$ cat config.mk
export PLATFORM = sky130hd
export DESIGN_NAME = sprite_blit
export DESIGN_NICKNAME = d
export VERILOG_FILES = /design/src/rtl/sprite_blit.sv
export SDC_FILE = /design/constraint.sdc
export NUM_CORES = 1
export LEC_CHECK = 0
export ABC_CLOCK_PERIOD_IN_PS = 7800
export BUFFER_PORTS_ARGS = -buffer_cell sky130_fd_sc_hd__buf_2
export CAP_MARGIN = 20
export CORE_MARGIN = 4
export CORE_UTILIZATION = 50
export DETAILED_ROUTE_END_ITERATION = 16
export PLACE_DENSITY_LB_ADDON = 0.05
export REMOVE_ABC_BUFFERS = 1
export SYNTH_ARGS = -nofsm -noshare
export SYNTH_HDL_FRONTEND = slang
export SYNTH_SLANG_ARGS = --single-unit
$ cat constraint.sdc
create_clock -name iClock -period 7.8 [get_ports iClock]
set_clock_uncertainty 0.15 [all_clocks]
set_input_delay 0.39 -clock iClock [delete_from_list [all_inputs] [get_ports iClock]]
set_output_delay 0.39 -clock iClock [all_outputs]
set_load 0.05 [all_outputs]
$ cat src/rtl/sprite_blit.sv
// Sprite renderer: walks one SPR_W x SPR_H sprite from an external pixel ROM and
// emits one VGA plot per opaque, on-screen pixel, with orientation, erase and clipping.
module sprite_blit #(
   parameter int SPR_W   = 8,
   parameter int SPR_H   = 14,
   parameter int ADDR_W  = 7,
   parameter int COLOR_W = 9,
   parameter int X_W     = 8,
   parameter int Y_W     = 7,
   parameter int X_MAX   = 160,
   parameter int Y_MAX   = 120
) (
   input  logic               iClock,
   input  logic               iReset,
   input  logic               iStart,
   input  logic [X_W-1:0]     iX,
   input  logic [Y_W-1:0]     iY,
   input  logic [2:0]         iDir,
   input  logic               iErase,
   input  logic [COLOR_W-1:0] iBgColour,
   output logic [ADDR_W-1:0]  oRomAddr,
   input  logic [COLOR_W:0]   iRomData,
   output logic [X_W-1:0]     oX,
   output logic [Y_W-1:0]     oY,
   output logic [COLOR_W-1:0] oColour,
   output logic               oPlot,
   output logic               oBusy,
   output logic               oDone
);

   localparam int C_W = (SPR_W > 1) ? $clog2(SPR_W) : 1;
   localparam int R_W = (SPR_H > 1) ? $clog2(SPR_H) : 1;

   typedef enum logic [1:0] {IDLE, FETCH, DRAIN, DONE} state_t;

   state_t state_reg, state_next;
   logic               drain_reg;
   logic [C_W-1:0]     col_reg;
   logic [R_W-1:0]     row_reg;
   logic [X_W-1:0]     x_reg;
   logic [Y_W-1:0]     y_reg;
   logic [2:0]         dir_reg;
   logic               erase_reg;
   logic [COLOR_W-1:0] bg_reg;

   // Stage 2 holds the screen point of the pixel whose ROM word arrives next cycle.
   logic [X_W-1:0]     x_s2_reg;
   logic [Y_W-1:0]     y_s2_reg;
   logic               vis_s2_reg;

   logic               accept;
   logic               last_pix;
   logic [C_W-1:0]     sc;
   logic [R_W-1:0]     sr;
   logic [X_W:0]       dx, x_pt;
   logic [Y_W:0]       dy, y_pt;

   assign accept   = (state_reg == IDLE) && iStart;
   assign last_pix = (col_reg == C_W'(SPR_W - 1)) && (row_reg == R_W'(SPR_H - 1));
   assign oBusy    = (state_reg == FETCH) || (state_reg == DRAIN);
   assign oDone    = (state_reg == DONE);

   always_comb begin
      state_next = state_reg;
      case (state_reg)
         IDLE:    if (iStart) state_next = FETCH;
         FETCH:   if (last_pix) state_next = DRAIN;
         DRAIN:   if (drain_reg) state_next = DONE;
         DONE:    state_next = IDLE;
         default: state_next = IDLE;
      endcase
   end

   // Orientation transform and unwrapped screen point, one bit wider than the screen.
   always_comb begin
      sc = dir_reg[1] ? (C_W'(SPR_W - 1) - col_reg) : col_reg;
      sr = dir_reg[2] ? (R_W'(SPR_H - 1) - row_reg) : row_reg;
      if (dir_reg[0]) begin
         dx = (X_W+1)'(sr);
         dy = (Y_W+1)'(sc);
      end else begin
         dx = (X_W+1)'(sc);
         dy = (Y_W+1)'(sr);
      end
      x_pt = {1'b0, x_reg} + dx;
      y_pt = {1'b0, y_reg} + dy;
   end

   always_ff @(posedge iClock) begin
      if (iReset) begin
         state_reg  <= IDLE;
         drain_reg  <= 1'b0;
         col_reg    <= '0;
         row_reg    <= '0;
         oRomAddr   <= '0;
         x_reg      <= '0;
         y_reg      <= '0;
         dir_reg    <= '0;
         erase_reg  <= 1'b0;
         bg_reg     <= '0;
         x_s2_reg   <= '0;
         y_s2_reg   <= '0;
         vis_s2_reg <= 1'b0;
         oX         <= '0;
         oY         <= '0;
         oColour    <= '0;
         oPlot      <= 1'b0;
      end else begin
         state_reg <= state_next;
         drain_reg <= (state_reg == DRAIN) ? ~drain_reg : 1'b0;

         if (accept) begin
            x_reg     <= iX;
            y_reg     <= iY;
            dir_reg   <= iDir;
            erase_reg <= iErase;
            bg_reg    <= iBgColour;
            col_reg   <= '0;
            row_reg   <= '0;
            oRomAddr  <= '0;
         end else if (state_reg == FETCH && !last_pix) begin
            oRomAddr <= oRomAddr + ADDR_W'(1);
            if (col_reg == C_W'(SPR_W - 1)) begin
               col_reg <= '0;
               row_reg <= row_reg + R_W'(1);
            end else begin
               col_reg <= col_reg + C_W'(1);
            end
         end

         vis_s2_reg <= (state_reg == FETCH) && (x_pt < (X_W+1)'(X_MAX))
                       && (y_pt < (Y_W+1)'(Y_MAX));
         x_s2_reg   <= x_pt[X_W-1:0];
         y_s2_reg   <= y_pt[Y_W-1:0];

         oPlot <= vis_s2_reg && iRomData[COLOR_W];
         if (vis_s2_reg) begin
            oX      <= x_s2_reg;
            oY      <= y_s2_reg;
            oColour <= erase_reg ? bg_reg : iRomData[COLOR_W-1:0];
         end
      end
   end

endmodule

==> metrics, run 1 <==
fin nets 549; Post-synth EDFFs 0; crit path launch type flop; Yosys cell types 37; worst hold path type input pin to flop; most common cell after layout, fill and taps aside dfxtp_1; Tightest Pin Transition 0.726 ns; Layout Cells excl Fill 590; Die Width 94.2 um; Synth top area share 0.463; Cell Area, Synth 3720 um^2; Initial Util 0.513; # clock sinks 86; Antenna diodes 0; Core ar. 7250 um^2; CP endpoint kind flop; Core Rows 31; Worst Hold Path EP oPlot; WL final 7.36 mm; Power Density 302 nW/um^2; warnings from Yosys 0; Worst Path Max Fanout 5; clock buffer depth 2; Vias/cell 4.98; DR iter-0 viols 70; max_cap viols 0; Num CTS Buffers 9; GR Util All Layers 0.175; global-route congestion overflow total 0; Seq/Total Area, Yosys 0.463; Hold Vio Cnt, Final 0; RePlAce Congestion 0.872; R2R Path End vis_s2_reg; status completed; RSZ-0062 raised after global routing no; Tcrit/Tclk final 0.354; filler cell count 669; Slew HR 0.516; Mapped Cells 421; clk_lat worst skew 0.34 ns; CTS tree built; I/O Pins 75; Final Max Tran Viols 0; Critical Path RT 7.87 ns; Clock Pin Slew Worst Setup and Hold Paths 0.08 ns; worst-case reg-to-reg path depth 10; flop2flop setup slack 5.04 ns; initial antenna violation count 0; peak supply drop 0.183 mV; min Tclk post-route 2.76 ns; TritonRoute pass-1 iters 4; hold buffers post-CTS 0; area delta synth->final 18.3%; share of cells above drive strength 1 0.198; start of the worst register-to-register path row_reg[1]; Hold Startpoint iRomData[9]; remaining routing DRC violations 0; vias in the first global route 2788; htree depth 3; largest net degree at the start of global routing 74; Via Count 2941; setup bufs post-CTS 0; Routed WL per cell 12.5 um; dpl cells 572; Worst Path Arrival 2.83 ns; Fin Hold WS 0.125 ns; Die Footprint 8880 um^2; most frequent cells in the layout dfxtp_1, buf_2, nand2_1; FFs w/ async S/R, synth 0; dpl hpwl 5.03 mm; Avg Cell Area, Syn 8.83 um^2; hold depth 3; PostCTS Resize Cnt 0; post-synthesis register bit count 86; antenna-violating nets left 0; Main synth FF type dfxtp_1; Area contributors post-synth dfxtp_1, mux2i_1, nand2_1; Yosys top cell by area dfxtp_1; highest clock rate 363 MHz; critical path class flop to flop; first-pass GRT wire length 12.5 mm; post-route setup TNS 0 ns; PortBufs 74; Pleak 1.90 nW; clk root buf clkbuf_8; Final setup viols 0; Die H 94.2 um
[per-stage QoR]
step / total power (W) / util / instance area (um^2) / worst slack [ns]
floorplan: 0.000868 / - / 3610 / 5.28
global placement: 0.000965 / 0.568 / 4120 / 5.16
detailed placement: 0.000973 / 0.568 / 4120 / 5.07
CTS: 0.00133 / 0.600 / 4360 / 5.04
global route: 0.00141 / 0.606 / 4400 / 4.83
finish: 0.00133 / 0.606 / 4400 / 5.04
[worst max path at each step]
stage / start / end
3_3_place_gp: row_reg[1] / vis_s2_reg
2_1_floorplan: row_reg[1] / vis_s2_reg
5_1_grt: row_reg[1] / vis_s2_reg
3_5_place_dp: row_reg[1] / vis_s2_reg
6_report: row_reg[1] / vis_s2_reg
4_1_cts: row_reg[1] / vis_s2_reg
[power breakdown]
group	leakage, nW	switching [W]	internal [W]
combinational	1.08	0.000267	0.000153
clock	0.116	0.000154	0.000198
sequential	0.701	0.0000496	0.000506
[critical path: stages, from the launching register on]
cell      delay (ns)
dfxtp_1         0.40
inv_1           0.09
ha_1            0.29
mux2i_1         0.19
a21oi_1         0.10
ha_1            0.38
o21ai_1         0.10
or4_1           0.47
o311a_1         0.16
a311oi_1        0.23
a311oi_1        0.08
[cell usage after synthesis, types with 4 or more instances]
cell type	n
dfxtp_1	86
nand2_1	72
nor2_1	54
a21oi_1	43
mux2i_1	28
ha_1	20
clkbuf_1	17
xor2_1	12
a211oi_1	10
inv_1	9
nor2b_1	9
xnor2_1	9
nand3_1	6
nand4_1	6
buf_2	5
nor3_1	4
o21ai_0	4
[cells by family (layout without fill, tap and decap cells)]
logic type / Yosys count / after routing / share of synthesized area
AO/OA/AOI/OAI: 69 / 69 / 0.110
buffers and inverters: 33 / 103 / 0.0370
flip-flops: 86 / 86 / 0.463
AND/OR/NAND/NOR: 162 / 162 / 0.187
multiplexers: 28 / 28 / 0.0754
XOR/XNOR: 21 / 21 / 0.0495
adder cells (fa/ha/maj): 22 / 22 / 0.0781
[per-layer routing]
layer,global-route usage,vias to the layer above,wire length (um)
li1,-,1549,-
met1,0.222,1342,3530
met2,0.296,44,3430
met3,0.0465,6,346
met4,0.0397,0,57
met5,0,-,0
[cell type report]
type                       instances  area, um^2  area share
multi-input combinational        302        1860       0.422
timing repair buffer              78         428      0.0973
clock buffer                      11         151      0.0344
tap                               99         124      0.0282
sequential                        86        1720       0.391
clock inverter                     5        81.3      0.0185
inverter                           9        33.8     0.00768
No activity file was read; power rests on OpenSTA's default activity.
==> run 2: changes to the inputs <==
--- a/config.mk
+++ b/config.mk
@@ -5,7 +5,8 @@
 export SDC_FILE = /design/constraint.sdc
 export NUM_CORES = 1
 export LEC_CHECK = 0
-export ABC_CLOCK_PERIOD_IN_PS = 7800
+export ABC_AREA = 1
+export ABC_CLOCK_PERIOD_IN_PS = 2700
 export BUFFER_PORTS_ARGS = -buffer_cell sky130_fd_sc_hd__buf_2
 export CAP_MARGIN = 20
 export CORE_MARGIN = 4
==> constraint.sdc (replaced) <==
create_clock -name iClock -period 2.7 [get_ports iClock]
set_clock_uncertainty 0.15 [all_clocks]
set_input_delay 0.135 -clock iClock [delete_from_list [all_inputs] [get_ports iClock]]
set_output_delay 0.135 -clock iClock [all_outputs]
set_load 0.05 [all_outputs]
==> metrics, run 2 <==
combinational share of power 0.367; clk_lat worst skew 0.35 ns; Slew HR 0.630; warnings from Yosys 0; Tot Pwr 0.00440 W; Worst Hold Path EP y_s2_reg[5]; most common cell after layout, fill and taps aside nor2_1; post-route setup TNS 0 ns; share of cells above drive strength 1 0.167; Vias/cell 4.85; Yosys cell types 32; # clock sinks 86; hold buffers post-CTS 38; register area 1720 um^2; remaining routing DRC violations 0; Final Max Tran Viols 0; Hold Vio Cnt, Final 0; area delta synth->final 27.0%; Flop pwr share 0.406; Initial Util 0.523; Power Density 899 nW/um^2; filler cell count 690; Cell Area, Synth 3850 um^2; Hold Startpoint iReset; CP endpoint kind flop; start of the worst register-to-register path row_reg[1]; Yosys top cell by area dfxtp_1; Final setup viols 0; htree depth 3; Die Width 95.8 um; worst hold path type input pin to flop; Tightest Pin Transition 0.555 ns; setup bufs post-CTS 0; Die H 95.8 um; critical path class flop to flop; Core Rows 31; CTS tree built; peak supply drop 0.621 mV; area of the multi-input gates 1840 um^2; vias in the first global route 3142; top cells by count, synth nor2_1, dfxtp_1, nand2_1; highest clock rate 402 MHz; Mapped Cells 516; I/O Pins 75; Critical Path RT 2.80 ns; antenna-violating nets left 0; TritonRoute pass-1 iters 4; DR iter-0 viols 107; first-pass GRT wire length 14.4 mm; status completed; post-synthesis register bit count 86; fin nets 687; largest net degree at the start of global routing 37; initial antenna violation count 0; Core ar. 7370 um^2; Num CTS Buffers 9; Main synth FF type dfxtp_1; clock buffer depth 2; Area contributors post-synth dfxtp_1, nor2_1, o21ai_0; Routed WL per cell 12.1 um; Avg Cell Area, Syn 7.46 um^2; Die Footprint 9170 um^2; dpl hpwl 6.01 mm; Antenna diodes 0; Pleak 2.39 nW; cell with the most instances after synthesis nor2_1; Post-Route Utilization 0.664; PostCTS Resize Cnt 0; Int Power 0.00263 W; Seq/Total Area, Yosys 0.447; Tcrit/Tclk final 0.921; Worst Path Arrival 2.59 ns; Layout Cells excl Fill 727; Clock Pin Slew Worst Setup and Hold Paths 0.09 ns; crit path launch type flop; max_cap viols 0; PortBufs 74; worst-case reg-to-reg path depth 13; global-route congestion overflow total 0; Synth top area share 0.447; min Tclk post-route 2.49 ns; R2R Path End vis_s2_reg; clk root buf clkbuf_8; Post-synth EDFFs 0; FFs w/ async S/R, synth 0; dpl cells 674; Sw Share 0.403; RSZ-0062 raised after global routing no; clock share of power 0.227; GR Util All Layers 0.199; Net Sw Power 0.00177 W; Worst Path Max Fanout 6; most frequent cells in the layout nor2_1, dfxtp_1, nand2_1; hold depth 2; flop2flop setup slack 0.21 ns; Via Count 3527; RePlAce Congestion 0.868; WL final 8.79 mm
==> run 2: cell types whose count changed after synthesis, sizes merged, moves of 11 or more <==
cell and delta:
a21oi -17, inv +43, mux2i -28, nand2 +11, nand3 +20, nor2 +53
o21ai +57
==> run 2: logic make-up after synthesis <==
logic type               share of synthesized area
AO/OA/AOI/OAI                                0.141
XOR/XNOR                                    0.0159
adder cells (fa/ha/maj)                     0.0754
buffers and inverters                       0.0754
flip-flops                                   0.447
AND/OR/NAND/NOR                              0.246
==> run 2: cell type report <==
| class | instances | share of cell area |
|---|---|---|
| clock buffers | 10 | 0.0281 |
| clock inverters | 5 | 0.0169 |
| inverters | 53 | 0.0407 |
| multi-input cells | 357 | 0.376 |
| flip-flops and latches | 86 | 0.352 |
| well taps | 99 | 0.0253 |
| repair buffers | 117 | 0.161 |
==> run 2: critical path, stage by stage, from the launching register on <==
cell	delay, ns
dfxtp_1	0.44
inv_1	0.09
ha_1	0.31
a21oi_1	0.19
o21ai_0	0.11
ha_1	0.34
a21oi_1	0.21
nand2_1	0.11
nand2_1	0.07
nand2_1	0.06
nor2_1	0.10
nand2_1	0.05
nor2_1	0.08
nor2_1	0.05
==> run 2: layer usage <==
metal,track usage,wire [um],vias to the layer above
li1,-,-,1869
met1,0.255,4100,1593
met2,0.338,4250,59
met3,0.0508,375,6
met4,0.0462,73,0
met5,0,0,-
==> run 2: worst max-delay path by stage <==
stage	to	start	cells past startpoint	slack [ns]
global placement	vis_s2_reg	row_reg[1]	13	0.37
CTS	vis_s2_reg	row_reg[1]	13	0.23
detailed placement	vis_s2_reg	row_reg[1]	13	0.26
finish	vis_s2_reg	row_reg[1]	13	0.21
global route	vis_s2_reg	row_reg[1]	13	0.001
floorplan	vis_s2_reg	row_reg[1]	13	0.50
==> run 2: power by group through the flow <==
stage | Sequential, W | Combinational (W) | Clock [W]
2_1_floorplan | 0.00209 | 0.000877 | 0
3_3_place_gp | 0.00181 | 0.00154 | 0
3_5_place_dp | 0.00181 | 0.00157 | 0
4_1_cts | 0.00179 | 0.00162 | 0.00102
5_1_grt | 0.00183 | 0.00182 | 0.00107
6_report | 0.00179 | 0.00161 | 0.000997
==> run 2: per-stage QoR <==
stage | setup slack [ns] | cell area (um^2) | hold WS (ns)
after CTS | 0.230 | 4890 | 0.0169
after floorplan | 0.503 | 3760 | 0.0541
final | 0.212 | 4890 | 0.0192
after global placement | 0.371 | 4290 | 0.204
after global routing | 0.00144 | 4890 | 0.0145
after detailed placement | 0.264 | 4290 | 0.221
==> run 3: changes to the inputs <==
--- a/config.mk
+++ b/config.mk
@@ -9,7 +9,6 @@
 export ABC_CLOCK_PERIOD_IN_PS = 2700
 export BUFFER_PORTS_ARGS = -buffer_cell sky130_fd_sc_hd__buf_2
 export CAP_MARGIN = 20
-export CORE_MARGIN = 4
 export CORE_UTILIZATION = 50
 export DETAILED_ROUTE_END_ITERATION = 16
 export PLACE_DENSITY_LB_ADDON = 0.05
==> metrics, run 3 (synthesis gave the netlist of run 2 again) <==
PortBufs 74; DR iter-0 viols 162; worst hold path type input pin to flop; dpl hpwl 5.70 mm; Die Width 89.8 um; dpl cells 673; vias in the first global route 3216; clk root buf clkbuf_8; Clock Pin Slew Worst Setup and Hold Paths 0.08 ns; critical path class flop to flop; RSZ-0062 raised after global routing no; Vias/cell 4.79; setup bufs post-CTS 0; antenna-violating nets left 0; most common cell after layout, fill and taps aside nor2_1; I/O Pins 75; fin nets 686; Core Rows 31; Initial Util 0.525; most frequent cells in the layout nor2_1, dfxtp_1, nand2_1; WL final 8.35 mm; PostCTS Resize Cnt 0; Slew HR 0.628; Worst Path Max Fanout 6; Num CTS Buffers 9; htree depth 3; area delta synth->final 26.2%; Core ar. 7330 um^2; filler cell count 673; peak supply drop 0.451 mV; crit path launch type flop; status completed; Post-Route Utilization 0.663; Tot Pwr 0.00428 W; start of the worst register-to-register path row_reg[1]; Critical Path Source row_reg[1]; Worst Path Arrival 2.53 ns; largest net degree at the start of global routing 59; first-pass GRT wire length 14.4 mm; Die H 89.8 um; Die Footprint 8060 um^2; Tightest Pin Transition 0.558 ns; Design Area, Final 4860 um^2; # clock sinks 86; max_cap viols 0; GR Util All Layers 0.221; Hold Vio Cnt, Final 0; clock buffer depth 2; post-route setup TNS 0 ns; area post-placement 4280 um^2; Int Power 0.00251 W; Tcrit/Tclk final 0.899; Final setup viols 0; Critical Path RT 2.80 ns; share of cells above drive strength 1 0.167; Pleak 2.37 nW; Routed WL per cell 11.5 um; CTS tree built; initial antenna violation count 0; Sw Share 0.415; highest clock rate 412 MHz; Net Sw Power 0.00178 W; Flop pwr share 0.414; Via Count 3482; combinational share of power 0.377; TritonRoute pass-1 iters 5; min Tclk post-route 2.43 ns; Layout Cells excl Fill 727; hold buffers post-CTS 38; global-route congestion overflow total 0; clock share of power 0.209; Antenna diodes 0; RePlAce Congestion 0.891; Final Max Tran Viols 0; Hold Startpoint iReset; CP endpoint kind flop; remaining routing DRC violations 0; clk_lat worst skew 0.35 ns; Power Density 881 nW/um^2
-- run 3: cell count changes in the layout (fill, tap and decap cells not counted) --
cell / delta
clkinvlp_4: +2
buf_4: -1
bufinv_16: -1
clkbuf_8: -1
clkinv_2: +1
-- run 3: power by group through the flow --
stage	registers [W]	logic [W]	clock network (W)
4_1_cts	0.00177	0.00162	0.000915
2_1_floorplan	0.00209	0.000877	0
3_3_place_gp	0.00179	0.00155	0
6_report	0.00177	0.00161	0.000894
5_1_grt	0.00182	0.00182	0.000978
3_5_place_dp	0.00180	0.00157	0
-- run 3: path summary, 6_finish.rpt --
path / end / slack [ns] / cells after the start
worst min register to register: oY[6] / 0.31 / 2
worst max-delay path: vis_s2_reg / 0.27 / 13
worst max register to register: vis_s2_reg / 0.27 / 13
worst min-delay path: x_s2_reg[6] / 0.02 / 2
-- run 3: area by class of cell --
| cell class | instances | area [um^2] | share of cell area |
|---|---|---|---|
| Multi-Input combinational cell | 357 | 1840 | 0.378 |
| Sequential cell | 86 | 1720 | 0.354 |
| Timing Repair Buffer | 116 | 781 | 0.161 |
| Inverter | 53 | 199 | 0.0409 |
| Clock buffer | 9 | 124 | 0.0255 |
| Tap cell | 99 | 124 | 0.0255 |
| Clock inverter | 7 | 72.6 | 0.0149 |
-- run 3: per-stage QoR --
stage,setup WS [ns],hold slack [ns]
after floorplan,0.503,0.0541
after global routing,0.0408,0.0291
after detailed placement,0.300,0.214
final,0.273,0.0202
after global placement,0.373,0.205
after CTS,0.272,0.0125
-- run 3: worst max-delay path: stages, from the launching register on --
cell	delay, ns
dfxtp_1	0.44
inv_1	0.09
ha_1	0.29
a21oi_1	0.17
o21ai_0	0.11
ha_1	0.34
a21oi_1	0.20
nand2_1	0.11
nand2_1	0.07
nand2_1	0.06
nor2_1	0.10
nand2_1	0.05
nor2_1	0.08
nor2_1	0.05
-- run 3: metal layers --
metal  vias to the layer above  GRT usage  share of wire
li1                       1868          -              -
met1                      1551      0.278           0.49
met5                         -          0              0
met2                        55      0.376           0.47
met4                         0     0.0861          0.011
met3                         8     0.0381          0.032
